$ cat src/rtl/detect_event_logger.sv
// rtl/detect_event_logger.sv - timestamped event FIFO with saturating accept/drop counters
module detect_event_logger #(
  parameter int TS_W  = 16,
  parameter int DEPTH = 8,
  parameter int CNT_W = 16
) (
  input  logic                    clk,
  input  logic                    reset,
  input  logic                    enable,
  input  logic                    detected,
  input  logic [3:0]              data_in,
  output logic                    out_valid,
  input  logic                    out_ready,
  output logic [TS_W+3:0]         out_data,
  output logic [CNT_W-1:0]        event_count,
  output logic [7:0]              drop_count,
  output logic                    overflow,
  output logic [$clog2(DEPTH):0]  fifo_level
);
  localparam int AW = $clog2(DEPTH);

  logic [TS_W-1:0]  ts;
  logic [AW:0]      wr_ptr;
  logic [AW:0]      rd_ptr;
  logic [TS_W+3:0]  mem [DEPTH];

  logic empty;
  logic full;
  logic evt;
  logic pop;
  logic push;
  logic drop;

  // Extra pointer MSB tells a wrapped (full) buffer apart from an empty one.
  assign empty = (wr_ptr == rd_ptr);
  assign full  = (wr_ptr[AW] != rd_ptr[AW]) && (wr_ptr[AW-1:0] == rd_ptr[AW-1:0]);
  assign evt   = enable && detected;
  assign pop   = out_valid && out_ready;
  // A pop in the same cycle frees the slot, so a full FIFO still accepts.
  assign push  = evt && (!full || pop);
  assign drop  = evt && full && !pop;

  assign out_valid  = !empty;
  assign out_data   = mem[rd_ptr[AW-1:0]];
  assign fifo_level = wr_ptr - rd_ptr;

  always_ff @(posedge clk) begin
    if (push) begin
      mem[wr_ptr[AW-1:0]] <= {ts, data_in};
    end
  end

  always_ff @(posedge clk) begin
    if (reset) begin
      ts          <= '0;
      wr_ptr      <= '0;
      rd_ptr      <= '0;
      event_count <= '0;
      drop_count  <= '0;
      overflow    <= 1'b0;
    end else begin
      ts <= ts + TS_W'(1);
      if (push) begin
        wr_ptr <= wr_ptr + (AW+1)'(1);
        if (event_count != {CNT_W{1'b1}}) begin
          event_count <= event_count + CNT_W'(1);
        end
      end
      if (pop) begin
        rd_ptr <= rd_ptr + (AW+1)'(1);
      end
      if (drop) begin
        overflow <= 1'b1;
        if (drop_count != 8'hFF) begin
          drop_count <= drop_count + 8'd1;
        end
      end
    end
  end
endmodule

$ cat config.mk
export PLATFORM = sky130hd
export DESIGN_NAME = detect_event_logger
export DESIGN_NICKNAME = d
export VERILOG_FILES = /design/src/rtl/detect_event_logger.sv
export SDC_FILE = /design/constraint.sdc
export NUM_CORES = 1
export LEC_CHECK = 0
export ABC_CLOCK_PERIOD_IN_PS = 4100
export BUFFER_PORTS_ARGS = -buffer_cell sky130_fd_sc_hd__buf_4
export CAP_MARGIN = 20
export CORE_MARGIN = 1
export CORE_UTILIZATION = 56
export CTS_BUF_LIST = sky130_fd_sc_hd__clkbuf_2
export DETAILED_ROUTE_END_ITERATION = 6
export HOLD_SLACK_MARGIN = 0.03
export PLACE_DENSITY = 0.78
export SYNTH_ARGS = -nofsm -noshare
export SYNTH_HDL_FRONTEND = slang
export SYNTH_SLANG_ARGS = --single-unit
$ cat constraint.sdc
create_clock -name clk -period 4.1 [get_ports clk]
set_clock_uncertainty 0.2 [all_clocks]
set_input_delay 1.025 -clock clk [delete_from_list [all_inputs] [get_ports clk]]
set_output_delay 1.025 -clock clk [all_outputs]
set_load 0.005 [all_outputs]
==> results_tabular.tex, run 1 <==
\begin{tabular}{lr}
\hline
Metric & Value \\
\hline
\multicolumn{2}{l}{\textbf{Status}} \\
\quad Result of the run & complete, no violations \\
\multicolumn{2}{l}{\textbf{STA}} \\
\quad Slew at the pin closest to its max-slew limit & 0.635 ns \\
\quad Final hold violations & 0 \\
\quad Max Fclk & 265 MHz \\
\quad Fin crit period & 3.78 ns \\
\quad Worst path setup slack after routing & 0.324 ns \\
\quad Final number of max-transition violations & 0 \\
\quad Worst slew slack as a fraction of its limit & 57.5\% \\
\quad RSZ-0062 raised after global routing & false \\
\quad Worst slack on hold paths & 0.262 ns \\
\quad Fin Setup TNS & 0 ns \\
\quad Number of endpoints failing setup at the final stage & 0 \\
\quad Post-route clock period utilization & 92.1\% \\
\multicolumn{2}{l}{\textbf{Yosys}} \\
\quad Mux contribution to synthesized area & 13.6\% \\
\quad Register bit count reported by yosys & 212 \\
\quad Number of enable flip-flop cells after synthesis & 160 \\
\quad Mapped cell area & 8580 µm² \\
\quad Largest family of logic cells by synthesized area & multiplexers \\
\quad Simple-Gate Fraction of Synth Area & 8.55\% \\
\quad Proportion of register bits with asynchronous set or reset after synthesis & 0\% \\
\quad Synthesized netlist net count & 555 \\
\quad Post-synthesis adder-cell area fraction & 1.40\% \\
\quad Count of warnings emitted by yosys & 0 \\
\quad Fraction of synthesized cell area in xor and xnor cells & 1.93\% \\
\quad Synth Area in Compound Gates & 4.54\% \\
\quad Synthesized area divided by synthesized cell count & 16.0 µm² \\
\quad Flip-flop cell with the highest count after synthesis & sky130\_fd\_sc\_hd\_\_edfxtp\_1 \\
\quad Post-Synthesis Cells & 537 \\
\quad Cell variety after synth & 42 \\
\quad Register area share after synthesis & 68.2\% \\
\multicolumn{2}{l}{\textbf{Die}} \\
\quad Boundary Pins & 59 \\
\quad Chip Width & 126 µm \\
\quad Std-Cell Core Area & 14800 µm² \\
\quad Starting density of the core & 58.1\% \\
\quad Die Outline Area & 15800 µm² \\
\quad Placement Rows & 44 \\
\quad Height of the die & 126 µm \\
\multicolumn{2}{l}{\textbf{Clock tree}} \\
\quad TritonCTS sink count & 212 \\
\quad Clock root buffer master & sky130\_fd\_sc\_hd\_\_clkbuf\_2 \\
\quad Max Buffers Root-to-Sink & 3 \\
\quad Clock tree from TritonCTS & yes \\
\quad TritonCTS buffer count & 50 \\
\quad Clk Latency, worst-skew pair & 0.78 ns \\
\quad Post-CTS Hold Buffers & 0 \\
\quad Number of H-tree levels & 2 \\
\quad Clock Pin Slew Worst Setup and Hold Paths & 0.11 ns \\
\multicolumn{2}{l}{\textbf{Worst setup path}} \\
\quad Data arrival, critical path & 2.55 ns \\
\quad Ordered list of cells on the worst path & buf\_12 > mux4\_2 > mux2\_2 > buf\_4 \\
\quad Worst path required time & 2.87 ns \\
\quad Worst Setup End Kind & primary output \\
\quad Type of the worst setup path & reg2out \\
\quad Critical path launch point type & flip-flop \\
\quad Library cell contributing the largest single delay on the critical path & sky130\_fd\_sc\_hd\_\_dfxtp\_4 \\
\quad Maximum fanout count along the critical path & 20 \\
\quad Delay contributed by the slowest stage of the critical path & 0.59 ns \\
\multicolumn{2}{l}{\textbf{Placement}} \\
\quad Placer congestion estimate & 0.797 \\
\quad Count of port buffers added during placement & 58 \\
\quad Post-detail-place hpwl & 9.46 mm \\
\quad Placement Setup Slack & 0.859 ns \\
\multicolumn{2}{l}{\textbf{Global route}} \\
\quad Antenna violations before repair & 0 \\
\quad Vias in the first global route & 5197 \\
\quad Maximum number of pins on one net before global-route repair & 55 \\
\quad Global-route wire length before repair & 25.9 mm \\
\quad Gr ovfl total & 0 \\
\quad Tot GR Track Use & 21.3\% \\
\multicolumn{2}{l}{\textbf{Detailed routing}} \\
\quad Detailed-route via count & 5078 \\
\quad Drt first-iter violations & 285 \\
\quad Average wire length per cell after detail routing & 18.8 µm \\
\quad Number of nets with antenna violations after detailed routing & 0 \\
\quad Iteration count of the initial detailed-routing pass & 4 \\
\quad Wire length reported by the detailed router & 16.2 mm \\
\quad Post-route DRC violation count & 0 \\
\quad Per-cell via count in the routed design & 5.91 \\
\multicolumn{2}{l}{\textbf{Layout}} \\
\quad Most used cells in the layout excluding fill and tap cells & sky130\_fd\_sc\_hd\_\_edfxtp\_1, sky130\_fd\_sc\_hd\_\_clkbuf\_2, sky130\_fd\_sc\_hd\_\_buf\_4 \\
\quad Layout overhead on the synthesized area & 14.1\% \\
\quad Antenna diode count & 0 \\
\quad Area used by multi-input combinational logic & 2630 µm² \\
\quad Commonest non-fill, non-tap cell in the layout & sky130\_fd\_sc\_hd\_\_edfxtp\_1 \\
\quad Fraction of layout cells with a size suffix above 1 & 34.2\% \\
\quad Filler instances & 1032 \\
\quad Nets & 654 \\
\quad Flip-flop and latch area & 5850 µm² \\
\multicolumn{2}{l}{\textbf{Power and ir drop}} \\
\quad Areal power density over the cells & 419 nW/µm² \\
\quad Maximum resistive drop on vdd & 0.000173 V \\
\quad Leakage power figure & 3.33 nW \\
\quad Power Total & 0.00410 W \\
\multicolumn{2}{l}{\textbf{Min path}} \\
\quad Hold WC Path Type & in2reg \\
\multicolumn{2}{l}{\textbf{Job}} \\
\quad MaxCap Viol Count & 0 \\
\hline
\end{tabular}
## registers in the layout, indices dropped and copies added, names as in the netlist, named ones only
register and cells:
wr_ptr 4, event_count 16, overflow 1, ts 16, drop_count 8, mem 160
rd_ptr 4
## metrics by stage
stage | cells | area, µm² | util, %
after floorplan | 537 | 8580 | -
after global placement | 768 | 9300 | 63.1
after detailed placement | 768 | 9300 | 63.1
after CTS | 859 | 9780 | 66.3
after global routing | 859 | 9780 | 66.3
final | 859 | 9780 | 66.3
## path summary, 6_finish.rpt
path,cells after the start,end,slack (ns),from
min,1,mem[0][2],0.26,data_in[2]
max reg2reg,7,event_count[14],1.24,wr_ptr[0]
min reg2reg,2,overflow,0.30,overflow
max,4,out_data[4],0.32,flip-flop
## kinds of logic after synthesis
| kind of cell | after synthesis |
|---|---|
| buffers and inverters | 37 |
| AOI/OAI and AO/OA | 65 |
| DFF | 212 |
| xor gates and xnor gates | 18 |
| adders and majority gates | 9 |
| muxes | 64 |
| and+or+nand+nor | 132 |
## area by class of cell
cell class	count	share of cell area, %
Sequential cell	212	59.8
Multi-Input combinational cell	288	26.8
Timing Repair Buffer	73	5.73
Clock buffer	77	3.94
Tap cell	184	2.35
Clock inverter	14	0.908
Inverter	11	0.422
## power breakdown
part	internal (W)	switching [W]	leakage, nW	total, W
combinational	0.000230	0.000151	1.07	0.000381
clock	0.000562	0.000798	0.356	0.00136
sequential	0.00232	0.0000398	1.90	0.00236
## worst max-delay path: cells and delay by family, from the launching register on
kind     cells  cell delay [ns]
buf+inv      2             0.39
mux          2             0.81
flops        1             0.59
## cell usage after synthesis (8+ instances only)
master / count / area share [%]
sky130_fd_sc_hd__or3_1: 9 / 0.66
sky130_fd_sc_hd__nor4_1: 9 / 0.66
sky130_fd_sc_hd__ha_1: 8 / 1.2
sky130_fd_sc_hd__nand4_1: 10 / 0.73
sky130_fd_sc_hd__mux4_2: 40 / 11
sky130_fd_sc_hd__dfxtp_1: 52 / 12
sky130_fd_sc_hd__nand2_1: 17 / 0.74
sky130_fd_sc_hd__mux2_2: 23 / 3.0
sky130_fd_sc_hd__or4_1: 13 / 1.1
sky130_fd_sc_hd__edfxtp_1: 160 / 56
sky130_fd_sc_hd__nor3_1: 10 / 0.58
sky130_fd_sc_hd__o31ai_1: 13 / 1.1
sky130_fd_sc_hd__o21ai_0: 14 / 0.82
sky130_fd_sc_hd__xor2_1: 10 / 1.0
sky130_fd_sc_hd__clkbuf_1: 15 / 0.66
sky130_fd_sc_hd__nor2_1: 23 / 1.0
sky130_fd_sc_hd__a21oi_1: 26 / 1.5
sky130_fd_sc_hd__inv_1: 11 / 0.48
sky130_fd_sc_hd__nand3_1: 17 / 0.99
## layer usage
layer / vias to the layer above / part of all wire, % / track usage (%)
li1: 2368 / - / -
met1: 2514 / 41 / 26.3
met2: 162 / 51 / 37.0
met3: 34 / 6.3 / 4.76
met4: 0 / 1.7 / 7.80
met5: - / 0 / 0
## what timing repair did
action | in CTS | in global routing
buffers inserted | 0 | 0
setup endpoints to repair | 0 | 13
resized for setup | 0 | 1
(Power assumes the default switching activity.)
==> run 2, diff against run 1 <==
ABC_CLOCK_PERIOD_IN_PS = 3930   (was 4100)
CORE_UTILIZATION = 62   (was 56)
PLACE_DENSITY = 0.81   (was 0.78)
clock period = 3.93 ns   (was 4.1 ns; I/O delays follow)
==> run 2 against run 1 <==
  * Core utilization rose by 7.5 points
  * Wire length rose by 4.4%
  * Hold slack improved by 0.0081 ns
  * Power rose by 7.4%
  * Largest power group unchanged
==> results_tabular.tex, run 2 (synthesis results as in run 1) <==
\begin{tabular}{lr}
\hline
Metric & Value \\
\hline
\multicolumn{2}{l}{\textbf{Layout}} \\
\quad Filler instances & 873 (was 1032) \\
\quad Commonest non-fill, non-tap cell in the layout & sky130\_fd\_sc\_hd\_\_edfxtp\_1 (unchanged) \\
\quad Largest register FFs & 160 (unchanged) \\
\quad Layout overhead on the synthesized area & 14.8\% (was 14.1\%) \\
\quad Utilization after layout & 73.8\% (was 66.3\%) \\
\quad Fin area & 9850 µm² (was 9780 µm²) \\
\quad Fraction of layout cells with a size suffix above 1 & 33.9\% (was 34.2\%) \\
\quad Most used cells in the layout excluding fill and tap cells & sky130\_fd\_sc\_hd\_\_edfxtp\_1, sky130\_fd\_sc\_hd\_\_clkbuf\_2, sky130\_fd\_sc\_hd\_\_buf\_4 (unchanged) \\
\quad Area used by multi-input combinational logic & 2630 µm² (unchanged) \\
\quad Flip-flop and latch area & 5850 µm² (about the same) \\
\quad Nets & 655 (was 654) \\
\multicolumn{2}{l}{\textbf{Worst setup path}} \\
\quad Critical path launch point type & flip-flop (unchanged) \\
\quad Worst Setup End Kind & primary output (unchanged) \\
\quad Worst path required time & 2.75 ns (was 2.87 ns) \\
\quad Maximum fanout count along the critical path & 15 (was 20) \\
\quad Data arrival, critical path & 2.46 ns (was 2.55 ns) \\
\quad Setup slack on the worst flop-to-flop path & 1.05 ns (was 1.24 ns) \\
\quad R2r worst-path depth & 6 (was 7) \\
\quad Type of the worst setup path & reg2out (unchanged) \\
\quad Crit Reg-Reg Startpoint & wr\_ptr[0] (unchanged) \\
\quad Worst flop-to-flop path endpoint & drop\_count[5] (was event\_count[14]) \\
\multicolumn{2}{l}{\textbf{Min path}} \\
\quad HP Start & data\_in[3] (was data\_in[2]) \\
\quad Hold Path Cell Cnt & 1 (unchanged) \\
\quad Hold WC Path Type & in2reg (unchanged) \\
\quad Endpoint of the worst hold path & mem[0][3] (was mem[0][2]) \\
\multicolumn{2}{l}{\textbf{STA}} \\
\quad Worst path setup slack after routing & 0.288 ns (was 0.324 ns) \\
\quad Worst slack on hold paths & 0.271 ns (was 0.262 ns) \\
\quad Final hold violations & 0 (unchanged) \\
\quad Slew at the pin closest to its max-slew limit & 0.683 ns (was 0.635 ns) \\
\quad Number of endpoints failing setup at the final stage & 0 (unchanged) \\
\quad Worst slew slack as a fraction of its limit & 54.1\% (was 57.5\%) \\
\quad Post-route clock period utilization & 92.7\% \\
\quad Max Fclk & 275 MHz \\
\quad Fin crit period & 3.64 ns \\
\quad RSZ-0062 raised after global routing & false (unchanged) \\
\quad Fin Setup TNS & 0 ns (unchanged) \\
\quad Final number of max-transition violations & 0 (unchanged) \\
\multicolumn{2}{l}{\textbf{Global route}} \\
\quad Gr ovfl total & 0 (unchanged) \\
\quad Vias in the first global route & 5354 (was 5197) \\
\quad Tot GR Track Use & 25.2\% (was 21.3\%) \\
\quad Maximum number of pins on one net before global-route repair & 55 (unchanged) \\
\quad Antenna violations before repair & 1 (was 0) \\
\quad Global-route wire length before repair & 27.2 mm (was 25.9 mm) \\
\multicolumn{2}{l}{\textbf{Job}} \\
\quad MaxCap Viol Count & 0 (unchanged) \\
\multicolumn{2}{l}{\textbf{Die}} \\
\quad Placement Rows & 42 (was 44) \\
\quad Boundary Pins & 59 (unchanged) \\
\quad Std-Cell Core Area & 13300 µm² (was 14800 µm²) \\
\quad Chip Width & 120 µm (was 126 µm) \\
\quad Die Outline Area & 14300 µm² (was 15800 µm²) \\
\quad Height of the die & 120 µm (was 126 µm) \\
\quad Starting density of the core & 64.2\% (was 58.1\%) \\
\multicolumn{2}{l}{\textbf{Clock tree}} \\
\quad TritonCTS buffer count & 50 (unchanged) \\
\quad Clock Pin Slew Worst Setup and Hold Paths & 0.11 ns (about the same) \\
\quad Clock tree from TritonCTS & yes (unchanged) \\
\quad TritonCTS sink count & 212 (unchanged) \\
\quad Max Buffers Root-to-Sink & 3 (unchanged) \\
\quad Clk Latency, worst-skew pair & 0.74 ns (was 0.78 ns) \\
\quad Resized Gates After CTS & 1 (was 0) \\
\quad Number of H-tree levels & 2 (unchanged) \\
\quad Clock root buffer master & sky130\_fd\_sc\_hd\_\_clkbuf\_2 (unchanged) \\
\quad Post-CTS Hold Buffers & 0 (unchanged) \\
\quad Number of setup buffers added after CTS & 0 (unchanged) \\
\multicolumn{2}{l}{\textbf{Placement}} \\
\quad Post-detail-place hpwl & 9.78 mm (was 9.46 mm) \\
\quad Placement Setup Slack & 0.803 ns (was 0.859 ns) \\
\quad Count of port buffers added during placement & 58 (unchanged) \\
\quad Placer congestion estimate & 0.832 (was 0.797) \\
\quad Placement Cell Area & 9320 µm² (was 9300 µm²) \\
\multicolumn{2}{l}{\textbf{Power and ir drop}} \\
\quad Leakage power figure & 3.36 nW (was 3.33 nW) \\
\quad Maximum resistive drop on vdd & 0.000234 V (was 0.000173 V) \\
\quad Areal power density over the cells & 447 nW/µm² (was 419 nW/µm²) \\
\multicolumn{2}{l}{\textbf{Detailed routing}} \\
\quad Post-route DRC violation count & 0 (unchanged) \\
\quad Wire length reported by the detailed router & 16.9 mm (was 16.2 mm) \\
\quad Iteration count of the initial detailed-routing pass & 5 (was 4) \\
\quad Number of nets with antenna violations after detailed routing & 0 (unchanged) \\
\quad Average wire length per cell after detail routing & 19.7 µm (was 18.8 µm) \\
\quad Drt first-iter violations & 332 (was 285) \\
\quad Detailed-route via count & 5167 (was 5078) \\
\quad Per-cell via count in the routed design & 6.04 (was 5.91) \\
\multicolumn{2}{l}{\textbf{Status}} \\
\quad Result of the run & complete, no violations (unchanged) \\
\hline
\end{tabular}
==> run 2: changes by cell type in the layout (fill, tap and decap cells not counted) <==
cell | previous run | this run
sky130_fd_sc_hd__dfxtp_1 | 51 | 50
sky130_fd_sc_hd__clkinv_1 | 9 | 15
sky130_fd_sc_hd__clkinvlp_4 | 2 | 0
sky130_fd_sc_hd__diode_2 | 0 | 1
sky130_fd_sc_hd__buf_12 | 1 | 2
sky130_fd_sc_hd__bufinv_16 | 1 | 3
sky130_fd_sc_hd__dfxtp_2 | 0 | 1
sky130_fd_sc_hd__clkbuf_2 | 77 | 74
==> run 2: worst max-delay path by stage <==
stage	slack (ns)	end	depth (start not counted)
finish	0.29	out_data[4]	4
global route	0.12	fifo_level[2]	5
CTS	0.19	out_data[7]	4
detailed placement	0.80	out_data[7]	4
global placement	0.85	out_data[9]	4
floorplan	-0.27	mem[1][0]	4
==> run 2: area by class of cell <==
| type | instances | share of cell area [%] |
|---|---|---|
| Clock buffer | 74 | 3.76 |
| Multi-Input combinational cell | 288 | 26.7 |
| Clock inverter | 20 | 1.59 |
| Timing Repair Buffer | 74 | 5.90 |
| Tap cell | 176 | 2.24 |
| Antenna cell | 1 | 0.0254 |
| Inverter | 11 | 0.419 |
| Sequential cell | 212 | 59.4 |
==> run 2: routing by layer <==
metal	up-vias	track usage, %	share of wire (%)
met5	-	0	0
met4	0	10.3	2.2
met3	31	5.66	6.1
met2	191	43.0	52
met1	2583	31.3	40
li1	2362	-	-
==> run 2: critical path, stage by stage (launching register included) <==
cell and delay (ns):
sky130_fd_sc_hd__dfxtp_4 0.58, sky130_fd_sc_hd__buf_12 0.22, sky130_fd_sc_hd__mux4_2 0.52, sky130_fd_sc_hd__mux2_2 0.29
sky130_fd_sc_hd__buf_4 0.14
==> run 2: through the flow <==
stage	std cells	total power, W
finish	856	0.00440
global route	856	0.00459
CTS	855	0.00444
detailed placement	761	0.00292
global placement	761	0.00290
floorplan	537	0.00276
==> run 2: where the power goes <==
| group | switching (W) | leakage (nW) | total (W) | internal, W |
|---|---|---|---|---|
| Sequential | 0.0000451 | 1.90 | 0.00246 | 0.00242 |
| Clock | 0.000830 | 0.381 | 0.00153 | 0.000704 |
| Combinational | 0.000160 | 1.08 | 0.000406 | 0.000245 |
| Total | 0.00104 | 3.36 | 0.00440 | 0.00336 |
==> run 3, diff against run 2 <==
CORE_UTILIZATION = 60   (was 62)
CTS_BUF_LIST = unset   (was sky130_fd_sc_hd__clkbuf_2)
PLACE_DENSITY = 0.79   (was 0.81)
==> run 3 against run 2 <==
  * Hold slack improved by 0.015 ns
  * Die area rose by 3.3%
  * Combinational power is 2% higher
  * Wire length up 1.3%
  * Via count decreased by 4.0%
  * Power rose by 13%
  * Sequential cell count unchanged
  * Critical path depth did not move
  * Critical endpoint is now out_data[18]
  * Largest power group unchanged
==> results_tabular.tex, run 3 (synthesis results as in run 1) <==
\begin{tabular}{lr}
\hline
Metric & Value \\
\hline
\multicolumn{2}{l}{\textbf{Power and ir drop}} \\
\quad Maximum resistive drop on vdd & 0.000327 V (was 0.000234 V) \\
\quad Areal power density over the cells & 494 nW/µm² (was 447 nW/µm²) \\
\quad Leakage power figure & 3.34 nW (was 3.36 nW) \\
\multicolumn{2}{l}{\textbf{Layout}} \\
\quad Nets & 627 (was 655) \\
\quad Commonest non-fill, non-tap cell in the layout & sky130\_fd\_sc\_hd\_\_edfxtp\_1 (unchanged) \\
\quad Utilization after layout & 72.3\% (was 73.8\%) \\
\quad Antenna diode count & 0 (was 1) \\
\quad Layout overhead on the synthesized area & 17.4\% (was 14.8\%) \\
\quad Fraction of layout cells with a size suffix above 1 & 29.9\% (was 33.9\%) \\
\quad Number of standard cells in the layout, taps in and fillers out & 805 (was 856) \\
\quad Largest register FFs & 160 (unchanged) \\
\quad Most used cells in the layout excluding fill and tap cells & sky130\_fd\_sc\_hd\_\_edfxtp\_1, sky130\_fd\_sc\_hd\_\_buf\_4, sky130\_fd\_sc\_hd\_\_dfxtp\_1 (was sky130\_fd\_sc\_hd\_\_edfxtp\_1, sky130\_fd\_sc\_hd\_\_clkbuf\_2, sky130\_fd\_sc\_hd\_\_buf\_4) \\
\multicolumn{2}{l}{\textbf{Status}} \\
\quad Result of the run & complete, no violations (unchanged) \\
\multicolumn{2}{l}{\textbf{Worst setup path}} \\
\quad R2r worst-path depth & 7 (was 6) \\
\quad Worst path required time & 2.75 ns (about the same) \\
\quad Maximum fanout count along the critical path & 15 (unchanged) \\
\quad Critical path launch point type & flip-flop (unchanged) \\
\quad Type of the worst setup path & reg2out (unchanged) \\
\quad Data arrival, critical path & 2.18 ns (was 2.46 ns) \\
\quad Worst flop-to-flop path endpoint & mem[2][3] (was drop\_count[5]) \\
\quad Crit Reg-Reg Startpoint & wr\_ptr[0] (unchanged) \\
\quad Worst Setup End Kind & primary output (unchanged) \\
\quad Setup slack on the worst flop-to-flop path & 1.04 ns (was 1.05 ns) \\
\multicolumn{2}{l}{\textbf{Clock tree}} \\
\quad Clock tree from TritonCTS & yes (unchanged) \\
\quad TritonCTS buffer count & 22 (was 50) \\
\quad Clock Pin Slew Worst Setup and Hold Paths & 0.06 ns (was 0.11 ns) \\
\quad Number of setup buffers added after CTS & 0 (unchanged) \\
\quad Number of H-tree levels & 1 (was 2) \\
\quad Max Buffers Root-to-Sink & 3 (unchanged) \\
\quad Resized Gates After CTS & 0 (was 1) \\
\quad Clock root buffer master & sky130\_fd\_sc\_hd\_\_clkbuf\_16 (was sky130\_fd\_sc\_hd\_\_clkbuf\_2) \\
\quad Clk Latency, worst-skew pair & 0.49 ns (was 0.74 ns) \\
\quad TritonCTS sink count & 212 (unchanged) \\
\quad Post-CTS Hold Buffers & 0 (unchanged) \\
\multicolumn{2}{l}{\textbf{Placement}} \\
\quad Placer congestion estimate & 0.844 (was 0.832) \\
\quad Placement Setup Slack & 0.704 ns (was 0.803 ns) \\
\quad Post-detail-place hpwl & 9.56 mm (was 9.78 mm) \\
\quad Dpl cells & 764 (was 761) \\
\quad Count of port buffers added during placement & 58 (unchanged) \\
\multicolumn{2}{l}{\textbf{Die}} \\
\quad Starting density of the core & 61.5\% (was 64.2\%) \\
\quad Height of the die & 122 µm (was 120 µm) \\
\quad Std-Cell Core Area & 13900 µm² (was 13300 µm²) \\
\quad Placement Rows & 43 (was 42) \\
\quad Chip Width & 122 µm (was 120 µm) \\
\quad Die Outline Area & 14800 µm² (was 14300 µm²) \\
\quad Boundary Pins & 59 (unchanged) \\
\multicolumn{2}{l}{\textbf{STA}} \\
\quad Final hold violations & 0 (unchanged) \\
\quad Slew at the pin closest to its max-slew limit & 0.629 ns (was 0.683 ns) \\
\quad Final number of max-transition violations & 0 (unchanged) \\
\quad Fin crit period & 3.36 ns (was 3.64 ns) \\
\quad Post-route clock period utilization & 85.5\% (was 92.7\%) \\
\quad Number of endpoints failing setup at the final stage & 0 (unchanged) \\
\quad Max Fclk & 298 MHz (was 275 MHz) \\
\quad Worst slew slack as a fraction of its limit & 57.9\% (was 54.1\%) \\
\quad Worst path setup slack after routing & 0.570 ns (was 0.288 ns) \\
\quad RSZ-0062 raised after global routing & false (unchanged) \\
\multicolumn{2}{l}{\textbf{Detailed routing}} \\
\quad Iteration count of the initial detailed-routing pass & 4 (was 5) \\
\quad Post-route DRC violation count & 0 (unchanged) \\
\quad Number of nets with antenna violations after detailed routing & 0 (unchanged) \\
\quad Per-cell via count in the routed design & 6.16 (was 6.04) \\
\quad Drt first-iter violations & 327 (was 332) \\
\quad Wire length reported by the detailed router & 17.1 mm (was 16.9 mm) \\
\quad Average wire length per cell after detail routing & 21.2 µm (was 19.7 µm) \\
\quad Detailed-route via count & 4959 (was 5167) \\
\multicolumn{2}{l}{\textbf{Global route}} \\
\quad Antenna violations before repair & 0 (was 1) \\
\quad Global-route wire length before repair & 27.0 mm (was 27.2 mm) \\
\quad Vias in the first global route & 5039 (was 5354) \\
\quad Maximum number of pins on one net before global-route repair & 55 (unchanged) \\
\quad Tot GR Track Use & 24.3\% (was 25.2\%) \\
\quad Gr ovfl total & 0 (unchanged) \\
\multicolumn{2}{l}{\textbf{Min path}} \\
\quad Hold WC Path Type & reg2reg (was in2reg) \\
\quad HP Start & overflow (was data\_in[3]) \\
\quad Endpoint of the worst hold path & overflow (was mem[0][3]) \\
\quad Hold Path Cell Cnt & 2 (was 1) \\
\multicolumn{2}{l}{\textbf{Job}} \\
\quad MaxCap Viol Count & 0 (unchanged) \\
\hline
\end{tabular}
-- run 3: worst max-delay path, stage by stage, from the launching register on --
cell and delay [ns]:
sky130_fd_sc_hd__dfxtp_2 0.58, sky130_fd_sc_hd__buf_4 0.33, sky130_fd_sc_hd__mux4_2 0.34, sky130_fd_sc_hd__mux2_2 0.29
sky130_fd_sc_hd__buf_4 0.14
-- run 3: routing by layer --
metal | GRT usage [%] | part of all wire (%) | wire, µm
met4 | 7.18 | 2.6 | 438
met1 | 32.8 | 42 | 7230
met3 | 3.28 | 4.9 | 838
met5 | 0 | 0 | 0
met2 | 41.6 | 50 | 8580
-- run 3: worst max path at each step --
stage	startpoint	end	slack, ns	depth (start not counted)
6_report	flip-flop	out_data[18]	0.57	4
5_1_grt	flip-flop	out_data[14]	0.49	4
4_1_cts	flip-flop	out_data[14]	0.52	4
3_5_place_dp	out_ready	mem[2][14]	0.70	5
3_3_place_gp	out_ready	mem[2][13]	0.79	5
2_1_floorplan	out_ready	mem[1][0]	-0.27	4
-- run 3: power breakdown --
group | internal (W) | leakage [nW] | switching (W) | total, W
registers | 0.00242 | 1.90 | 0.0000266 | 0.00244
clock network | 0.00126 | 0.357 | 0.000854 | 0.00212
logic | 0.000237 | 1.08 | 0.000176 | 0.000413
total | 0.00392 | 3.34 | 0.00106 | 0.00497
-- run 3: final cells by class --
class,instances,area [µm²]
sequential,212,5850
fill,868,3870
clock inverter,10,96.3
tap,180,225
inverter,11,41.3
clock buffer,30,664
timing repair buffer,74,568
multi-input combinational,288,2630
-- run 3: metrics by stage --
step                      hold slack, ns  instance area, µm²  setup TNS, ns  total power (W)
after floorplan                    0.265                8580         -16.39          0.00276
after global placement             0.259                9300              0          0.00290
after detailed placement           0.276                9300              0          0.00291
after CTS                          0.291               10100              0          0.00500
after global routing               0.331               10100              0          0.00512
final                              0.285               10100              0          0.00497
